$ cat config.mk
export PLATFORM = sky130hd
export DESIGN_NAME = multi_alarm_clock_flat
export DESIGN_NICKNAME = d
export VERILOG_FILES = /design/src/rtl/multi_alarm_clock_pkg.sv /design/src/rtl/multi_alarm_clock_if.sv /design/src/rtl/multi_alarm_clock_alarm_channel.sv /design/src/rtl/multi_alarm_clock.sv /design/src/flat_wrapper.sv
export SDC_FILE = /design/constraint.sdc
export NUM_CORES = 1
export LEC_CHECK = 0
export ABC_AREA = 1
export CELL_PAD_IN_SITES_DETAIL_PLACEMENT = 1
export CELL_PAD_IN_SITES_GLOBAL_PLACEMENT = 1
export CORE_ASPECT_RATIO = 0.5
export CORE_MARGIN = 10
export CORE_UTILIZATION = 44
export DETAILED_ROUTE_END_ITERATION = 6
export PLACE_DENSITY = 0.91
export SYNTH_ARGS = -nofsm -noshare
export SYNTH_HDL_FRONTEND = slang
export SYNTH_SLANG_ARGS = --single-unit
export TNS_END_PERCENT = 1
$ cat constraint.sdc
create_clock -name clk_1s -period 8.1 [get_ports clk_1s]
set_clock_uncertainty 0.1 [all_clocks]
set_input_delay 1.62 -clock clk_1s [delete_from_list [all_inputs] [get_ports clk_1s]]
set_output_delay 1.62 -clock clk_1s [all_outputs]
set_load 0.01 [all_outputs]
$ cat src/rtl/multi_alarm_clock_pkg.sv
// Shared types, limits and BCD helpers for the multi-alarm clock.
// Used by every other file through a package import.
package multi_alarm_clock_pkg;

  typedef enum logic [1:0] {
    CH_IDLE    = 2'd0,
    CH_RINGING = 2'd1,
    CH_SNOOZED = 2'd2
  } ch_state_t;

  localparam int MIN_PER_DAY   = 1440;
  localparam int MODW          = 11;
  localparam int HOUR_TENS_MAX = 2;
  localparam int HOUR_LAST_MAX = 3;
  localparam int UNIT_MAX      = 9;
  localparam int TENS_MAX      = 5;

  function automatic logic bcd_valid(
    input logic [1:0] h1,
    input logic [3:0] h0,
    input logic [3:0] m1,
    input logic [3:0] m0
  );
    logic hr_ok;
    hr_ok = (32'(h1) < HOUR_TENS_MAX)
         || (32'(h1) == HOUR_TENS_MAX
             && 32'(h0) <= HOUR_LAST_MAX);
    return hr_ok
        && 32'(h0) <= UNIT_MAX
        && 32'(m1) <= TENS_MAX
        && 32'(m0) <= UNIT_MAX;
  endfunction

  function automatic logic [MODW-1:0] bcd_to_mod(
    input logic [1:0] h1,
    input logic [3:0] h0,
    input logic [3:0] m1,
    input logic [3:0] m0
  );
    logic [MODW-1:0] hr;
    logic [MODW-1:0] mn;
    hr = MODW'(h1) * MODW'(10) + MODW'(h0);
    mn = MODW'(m1) * MODW'(10) + MODW'(m0);
    return hr * MODW'(60) + mn;
  endfunction

endpackage

$ cat src/rtl/multi_alarm_clock_if.sv
// Control/load bus of the multi-alarm clock.
// master drives the BCD value and commands, slave is the clock.
interface multi_alarm_clock_if
  import multi_alarm_clock_pkg::*;
#(
  parameter int NUM_ALARMS = 4
) ();
  localparam int SELW =
    (NUM_ALARMS > 1) ? $clog2(NUM_ALARMS) : 1;

  logic [1:0]      h_in1;
  logic [3:0]      h_in0;
  logic [3:0]      m_in1;
  logic [3:0]      m_in0;
  logic            set_time;
  logic            set_alarm;
  logic [SELW-1:0] alarm_sel;
  logic            arm;
  logic            stop_alarm;
  logic            snooze;

  modport master (
    output h_in1, h_in0, m_in1, m_in0,
    output set_time, set_alarm, alarm_sel,
    output arm, stop_alarm, snooze
  );

  modport slave (
    input h_in1, h_in0, m_in1, m_in0,
    input set_time, set_alarm, alarm_sel,
    input arm, stop_alarm, snooze
  );
endinterface

$ cat src/rtl/multi_alarm_clock_alarm_channel.sv
// One alarm channel: alarm time, enable, ring state, snooze deadline.
// Snooze exists only when MULTI_ALARM_SNOOZE_EN is defined.
module alarm_channel
  import multi_alarm_clock_pkg::*;
#(
  parameter int SNOOZE_MIN = 5
) (
  input  logic            clk_1s,
  input  logic            reset,
  input  logic            i_load,
  input  logic            i_arm,
  input  logic [1:0]      i_h1,
  input  logic [3:0]      i_h0,
  input  logic [3:0]      i_m1,
  input  logic [3:0]      i_m0,
  input  logic [MODW-1:0] i_cur_mod,
  input  logic            i_sec_zero,
  input  logic            i_stop,
  input  logic            i_snooze,
  output logic            o_ringing
);
  logic [MODW-1:0] r_alarm_mod;
  logic            r_en;
  ch_state_t       r_state;
  ch_state_t       w_next;
  logic            w_match;

  assign w_match = r_en && i_sec_zero
                && (i_cur_mod == r_alarm_mod);
  assign o_ringing = (r_state == CH_RINGING);

`ifdef MULTI_ALARM_SNOOZE_EN
  logic [MODW-1:0] r_deadline;
  logic [MODW-1:0] w_dl_sum;
  logic [MODW-1:0] w_dl_calc;
  logic            w_dl_hit;

  assign w_dl_sum  = i_cur_mod + MODW'(SNOOZE_MIN);
  assign w_dl_calc = (w_dl_sum >= MODW'(MIN_PER_DAY))
                   ? w_dl_sum - MODW'(MIN_PER_DAY)
                   : w_dl_sum;
  assign w_dl_hit  = i_sec_zero
                  && (i_cur_mod == r_deadline);

  // Capture the wake-up minute when the channel enters snooze.
  always_ff @(posedge clk_1s or posedge reset) begin
    if (reset) r_deadline <= '0;
    else if (r_state == CH_RINGING
             && w_next == CH_SNOOZED)
      r_deadline <= w_dl_calc;
  end
`else
  logic w_unused_snooze;
  assign w_unused_snooze = i_snooze;
`endif

  // Alarm time and enable written by set_alarm.
  always_ff @(posedge clk_1s or posedge reset) begin
    if (reset) begin
      r_alarm_mod <= '0;
      r_en        <= 1'b0;
    end else if (i_load) begin
      r_alarm_mod <= bcd_to_mod(i_h1, i_h0, i_m1, i_m0);
      r_en        <= i_arm;
    end
  end

  // Channel state register.
  always_ff @(posedge clk_1s or posedge reset) begin
    if (reset) r_state <= CH_IDLE;
    else       r_state <= w_next;
  end

  // Next state: load > stop > snooze > match/deadline.
  always_comb begin
    w_next = r_state;
    unique case (r_state)
      CH_IDLE: if (w_match) w_next = CH_RINGING;
      CH_RINGING: begin
`ifdef MULTI_ALARM_SNOOZE_EN
        if (i_snooze) w_next = CH_SNOOZED;
`endif
      end
      CH_SNOOZED: begin
`ifdef MULTI_ALARM_SNOOZE_EN
        if (w_dl_hit) w_next = CH_RINGING;
`else
        w_next = CH_IDLE;
`endif
      end
      default: w_next = CH_IDLE;
    endcase
    if (i_stop) w_next = CH_IDLE;
    if (i_load) w_next = CH_IDLE;
  end
endmodule

$ cat src/rtl/multi_alarm_clock.sv
// 24-hour BCD clock with NUM_ALARMS independent alarm channels.
// Optional snooze: define MULTI_ALARM_SNOOZE_EN.
module multi_alarm_clock
  import multi_alarm_clock_pkg::*;
#(
  parameter int NUM_ALARMS = 4,
  parameter int SNOOZE_MIN = 5
) (
  input  logic                  clk_1s,
  input  logic                  reset,
  multi_alarm_clock_if.slave    bus,
  output logic                  alarm_on,
  output logic [NUM_ALARMS-1:0] ringing,
  output logic [1:0]            H_out1,
  output logic [3:0]            H_out0,
  output logic [2:0]            M_out1,
  output logic [3:0]            M_out0,
  output logic [2:0]            S_out1,
  output logic [3:0]            S_out0
);
  localparam int SELW =
    (NUM_ALARMS > 1) ? $clog2(NUM_ALARMS) : 1;

  logic [1:0]      r_h1;
  logic [3:0]      r_h0;
  logic [2:0]      r_m1;
  logic [3:0]      r_m0;
  logic [2:0]      r_s1;
  logic [3:0]      r_s0;
  logic            w_bcd_ok;
  logic            w_h_wrap;
  logic [MODW-1:0] w_cur_mod;
  logic            w_sec_zero;

  assign w_bcd_ok = bcd_valid(bus.h_in1, bus.h_in0,
                              bus.m_in1, bus.m_in0);
  assign w_h_wrap = (r_h1 == 2'd2) && (r_h0 == 4'd3);
  assign w_cur_mod = bcd_to_mod(r_h1, r_h0,
                                {1'b0, r_m1}, r_m0);
  assign w_sec_zero = (r_s1 == 3'd0) && (r_s0 == 4'd0);

  // Time of day: load on valid set_time, else count seconds.
  always_ff @(posedge clk_1s or posedge reset) begin
    if (reset) begin
      r_h1 <= '0; r_h0 <= '0;
      r_m1 <= '0; r_m0 <= '0;
      r_s1 <= '0; r_s0 <= '0;
    end else if (bus.set_time && w_bcd_ok) begin
      r_h1 <= bus.h_in1;
      r_h0 <= bus.h_in0;
      r_m1 <= bus.m_in1[2:0];
      r_m0 <= bus.m_in0;
      r_s1 <= '0;
      r_s0 <= '0;
    end else if (r_s0 != 4'd9) begin
      r_s0 <= r_s0 + 4'd1;
    end else begin
      r_s0 <= '0;
      if (r_s1 != 3'd5) r_s1 <= r_s1 + 3'd1;
      else begin
        r_s1 <= '0;
        if (r_m0 != 4'd9) r_m0 <= r_m0 + 4'd1;
        else begin
          r_m0 <= '0;
          if (r_m1 != 3'd5) r_m1 <= r_m1 + 3'd1;
          else begin
            r_m1 <= '0;
            if (w_h_wrap) begin
              r_h1 <= '0;
              r_h0 <= '0;
            end else if (r_h0 == 4'd9) begin
              r_h0 <= '0;
              r_h1 <= r_h1 + 2'd1;
            end else begin
              r_h0 <= r_h0 + 4'd1;
            end
          end
        end
      end
    end
  end

  assign H_out1 = r_h1;
  assign H_out0 = r_h0;
  assign M_out1 = r_m1;
  assign M_out0 = r_m0;
  assign S_out1 = r_s1;
  assign S_out0 = r_s0;

  for (genvar g = 0; g < NUM_ALARMS; g++) begin : g_ch
    logic w_load;
    assign w_load = bus.set_alarm && w_bcd_ok
                 && (bus.alarm_sel == SELW'(g));
    alarm_channel #(
      .SNOOZE_MIN (SNOOZE_MIN)
    ) u_ch (
      .clk_1s     (clk_1s),
      .reset      (reset),
      .i_load     (w_load),
      .i_arm      (bus.arm),
      .i_h1       (bus.h_in1),
      .i_h0       (bus.h_in0),
      .i_m1       (bus.m_in1),
      .i_m0       (bus.m_in0),
      .i_cur_mod  (w_cur_mod),
      .i_sec_zero (w_sec_zero),
      .i_stop     (bus.stop_alarm),
      .i_snooze   (bus.snooze),
      .o_ringing  (ringing[g])
    );
  end

  assign alarm_on = |ringing;
endmodule

$ cat src/flat_wrapper.sv
// flat-port wrapper written by rule: the top's interface ports become plain ports
module multi_alarm_clock_flat import multi_alarm_clock_pkg::*;
#(
  parameter int NUM_ALARMS = 4,
  parameter int SNOOZE_MIN = 5
)
  (clk_1s, reset, alarm_on, ringing, H_out1, H_out0, M_out1, M_out0, S_out1, S_out0, bus_h_in1, bus_h_in0, bus_m_in1, bus_m_in0, bus_set_time, bus_set_alarm, bus_alarm_sel, bus_arm, bus_stop_alarm, bus_snooze);
  multi_alarm_clock_if #(.NUM_ALARMS(NUM_ALARMS)) bus_i ();
  input  logic clk_1s;
  input  logic reset;
  output logic alarm_on;
  output logic [NUM_ALARMS-1:0] ringing;
  output logic [1:0] H_out1;
  output logic [3:0] H_out0;
  output logic [2:0] M_out1;
  output logic [3:0] M_out0;
  output logic [2:0] S_out1;
  output logic [3:0] S_out0;
  input wire logic [$bits(bus_i.h_in1)-1:0] bus_h_in1;
  input wire logic [$bits(bus_i.h_in0)-1:0] bus_h_in0;
  input wire logic [$bits(bus_i.m_in1)-1:0] bus_m_in1;
  input wire logic [$bits(bus_i.m_in0)-1:0] bus_m_in0;
  input wire logic [$bits(bus_i.set_time)-1:0] bus_set_time;
  input wire logic [$bits(bus_i.set_alarm)-1:0] bus_set_alarm;
  input wire logic [$bits(bus_i.alarm_sel)-1:0] bus_alarm_sel;
  input wire logic [$bits(bus_i.arm)-1:0] bus_arm;
  input wire logic [$bits(bus_i.stop_alarm)-1:0] bus_stop_alarm;
  input wire logic [$bits(bus_i.snooze)-1:0] bus_snooze;
  assign bus_i.h_in1 = bus_h_in1;
  assign bus_i.h_in0 = bus_h_in0;
  assign bus_i.m_in1 = bus_m_in1;
  assign bus_i.m_in0 = bus_m_in0;
  assign bus_i.set_time = bus_set_time;
  assign bus_i.set_alarm = bus_set_alarm;
  assign bus_i.alarm_sel = bus_alarm_sel;
  assign bus_i.arm = bus_arm;
  assign bus_i.stop_alarm = bus_stop_alarm;
  assign bus_i.snooze = bus_snooze;
  multi_alarm_clock #(.NUM_ALARMS(NUM_ALARMS), .SNOOZE_MIN(SNOOZE_MIN)) u_core (.clk_1s(clk_1s), .reset(reset), .bus(bus_i), .alarm_on(alarm_on), .ringing(ringing), .H_out1(H_out1), .H_out0(H_out0), .M_out1(M_out1), .M_out0(M_out0), .S_out1(S_out1), .S_out0(S_out0));
endmodule
==> flow_summary.yaml <==
worst_setup_path:
  start_kind: "input pin"
  cp_cell_sequence: "clkdlybuf4s50_1 -> ha_1 -> fa_1 -> nand2_1 -> inv_1 -> nor2_1 -> inv_1 -> fa_1 -> inv_1 -> fa_1 -> ha_1 -> a21o_1 -> a31oi_1 -> xor2_1 -> inv_1 -> ha_1 -> ha_1 -> nand2_1 -> o21ai_0 -> a21oi_1 -> xor2_1 -> nand2_1 -> o21ai_0"
  cp_data_arrival_time_ns: 7.06
  critPathSlowestCell: "xor2_1"
  crit_family: "adder cells"
  crit_path_max_fanout: 5
  worstReg2RegStart: "u_core.H_out1[1]"
  r2r_cells: 27
  worstSetupEndpointType: "register"
  r2r-end: "u_core.g_ch[1].u_ch.r_state[0]"
  cpPeakStageDelay_ns: 0.55
  critPathRequiredTime_ns: 8.26
  path_buf_inv: 5
  path_class: "input pin to register"
  reg2reg_slack_ns: 2.58
timing:
  worst_pin_slew_ns: 1.049
  timing.final.ws_setup_ns: 1.201
  rsz0062_at_grt: "false"
  fmax_mhz: 144.9
  period_needed_ns: 6.899
  relSlewSlack_pct: 29.83
  fin_crit_sh_pct: 85.18
  fin_tns_setup_ns: 0
  hold_violations: 0
  setup_violations: 0
  slew_violations: 0
finish:
  fillers: 1830
  num-nets-final: 1041
  drive_above_1_share_pct: 4.589
  num_antenna_cells: 0
  syn_to_final_growth_pct: 14.27
hold_path:
  hold_class: "register to register"
  hold-path-endpoint: "u_core.g_ch[0].u_ch.r_state[0]"
  hp-start: "u_core.g_ch[0].u_ch.r_state[0]"
  hold_depth: 2
clock_tree:
  clkTransAtPathRegs_ns: 0.06
  cts_tree: "built"
  post_cts_buffers: 0
  cts.sinks: 72
  clkLatencyLatePin_ns: 0.35
  ctsRootBufferMaster: "clkbuf_16"
  numCtsBuffers: 9
  htreeDepth: 3
  postCtsHoldBufs: 0
  clockBufferDepth: 2
  cts_resized: 0
route:
  drc: 0
  vias_per_cell: 5.336
  vias: 6056
  drtPass1Iterations: 4
  routed_wl_mm: 20.65
  wl_per_cell_um: 18.20
  ant_nets: 0
  drt_iter0_drc: 364
pwr:
  power_leakage_nw: 3.966
  power_density_nw_per_um2: 297.0
  ir_worst_vdd_mv: 0.1989
floorplanning:
  die_x_um: 191.8
  dieArea_um2: 20300
  initial_core_util_pct: 44.86
  core_um2: 14470
  rows: 31
  die_h_um: 105.9
  ios: 48
synthesis:
  synthCells: 891
  synth_seq_cells: 72
  seq_area_frac_synth_pct: 27.76
  synth_area_leader_cell: "dfrtp_1"
  synth_area_um2: 6490
  syn_nets: 1000
  async_flop_share_pct: 100.0
  synth.area.top_cells: "dfrtp_1 28%, nand2_1 12%, ha_1 12%, inv_1 10%, fa_1 7.4%"
  yosysUniqueCellTypes: 36
  syn_avg_cell_area_um2: 7.284
  synth_top_area_share_pct: 27.76
  yosysWarnings: 0
  ys.flop_type: "dfrtp_1"
  synth_edf_count: 0
place:
  place_congestion: 0.8963
  hpwl_mm: 15.04
  io_buffer_count: 46
  preCtsSetupSlack_ns: 0.8544
grt:
  grt_use_met2_pct: 37.07
  grt_pass1_vias: 6780
  grt-ovfl-total: 0
  grt_use_met3_pct: 5.099
  grt_pass1_wl_mm: 34.58
  met1_usage_pct: 24.69
  grt-busiest-layer: "met2"
  grt_max_degree: 73
  antenna_found_initial: 0
  grt_usage_pct: 21.10
job:
  drv_cap: 0
run_status:
  status: "finished, final reports clean"
[flip-flops by register name, indices dropped and copies added, names as in the netlist]
signal                        flops
u_core.H_out0                     4
u_core.H_out1                     2
u_core.M_out0                     4
u_core.M_out1                     3
u_core.S_out0                     4
u_core.S_out1                     3
u_core.g_ch.u_ch.r_alarm_mod     44
u_core.g_ch.u_ch.r_en             4
u_core.g_ch.u_ch.r_state          4
[worst min-delay path, delay by kind of cell (launching register included)]
kind,cells,cell delay (ns)
buffers and inverters,1,0.07
AO/OA/AOI/OAI,1,0.06
flip-flops,1,0.37
[layout make-up]
type,instances,area [um^2],share of cell area [%]
inverters,179,671.9,9.060
clock buffers,11,252.7,3.408
multi-input cells,623,3919,52.84
repair buffers,47,467.9,6.310
clock inverters,5,55.05,0.7424
flip-flops and latches,72,1802,24.30
well taps,198,247.7,3.341
[synth_stat cells (all sizes together) (7+ instances only)]
cell type and number:
nand2 219, nor3 8, fa 24, inv 178, nor2 43, buf 17, xor2 24, nand4 12
or2 7, a21oi 31, ha 62, nand3 86, o21ai 79, dfrtp 72
[metal layers]
layer	part of all wire, %	vias to the layer above
li1	-	2904
met1	43	3014
met2	50	97
met3	5.0	41
met4	2.4	0
met5	0	-
[power by group]
| group | internal, mW | switching, mW | leakage (nW) |
|---|---|---|---|
| sequential | 0.472 | 0.0879 | 0.838 |
| combinational | 0.411 | 0.809 | 2.98 |
| clock | 0.254 | 0.168 | 0.148 |
| total | 1.14 | 1.07 | 3.97 |
[per-stage QoR]
stage	utilization (%)	power (mW)	hold WS, ns	area (um^2)	std cells
finish	51.26	2.202	0.4337	7416	1135
floorplan	-	1.319	0.3741	6490	891
CTS	51.26	2.194	0.4301	7416	1135
global placement	49.13	1.660	0.3937	7108	1119
detailed placement	49.13	1.737	0.4063	7108	1119
global route	51.26	2.377	0.4567	7416	1135
[cells in the final DEF (no fill, tap or decap), drive strengths merged]
master | synthesis | routed
nand2 | 219 | 219
inv | 178 | 178
nand3 | 86 | 86
o21ai | 79 | 79
dfrtp | 72 | 72
ha | 62 | 62
clkdlybuf4s50 | 0 | 46
nor2 | 43 | 43
a21oi | 31 | 31
xor2 | 24 | 24
fa | 24 | 24
nand4 | 12 | 12
clkbuf | 0 | 11
nor3 | 8 | 8
or2 | 7 | 7
xnor2 | 6 | 6
o211ai | 5 | 5
nand3b | 3 | 3
o22ai | 3 | 3
clkinv | 1 | 3
and3 | 2 | 2
mux2 | 2 | 2
a31oi | 2 | 2
clkinvlp | 0 | 2
o21a | 1 | 1
a21o | 1 | 1
o21bai | 1 | 1
o221ai | 1 | 1
a21boi | 1 | 1
bufinv | 0 | 1
buf | 17 | 1
[cells by family (layout without fill, tap and decap cells)]
| family | Yosys count | in the layout | share of synthesized area, % |
|---|---|---|---|
| AND/OR/NAND/NOR | 380 | 380 | 26.49 |
| buffers and inverters | 196 | 242 | 11.86 |
| AO/OA/AOI/OAI | 125 | 125 | 10.14 |
| adder cells (fa/ha/maj) | 86 | 86 | 19.36 |
| flip-flops | 72 | 72 | 27.76 |
| XOR/XNOR | 30 | 30 | 4.049 |
| multiplexers | 2 | 2 | 0.3470 |
[worst max path at each step]
stage                             from                                 end  slack (ns)  depth (start not counted)
after CTS                 bus_h_in0[1]  u_core.g_ch[1].u_ch.r_alarm_mod[8]        1.18                         22
after global routing      bus_h_in1[0]  u_core.g_ch[2].u_ch.r_alarm_mod[9]        0.66                         23
final                     bus_h_in0[1]  u_core.g_ch[2].u_ch.r_alarm_mod[9]        1.20                         23
after floorplan           bus_h_in0[1]  u_core.g_ch[0].u_ch.r_alarm_mod[9]        2.06                         22
after detailed placement  bus_h_in0[1]  u_core.g_ch[2].u_ch.r_alarm_mod[9]        0.85                         23
after global placement    bus_h_in0[1]  u_core.g_ch[2].u_ch.r_alarm_mod[9]        0.99                         23
Note: power is estimated with default switching activity, not from simulation.
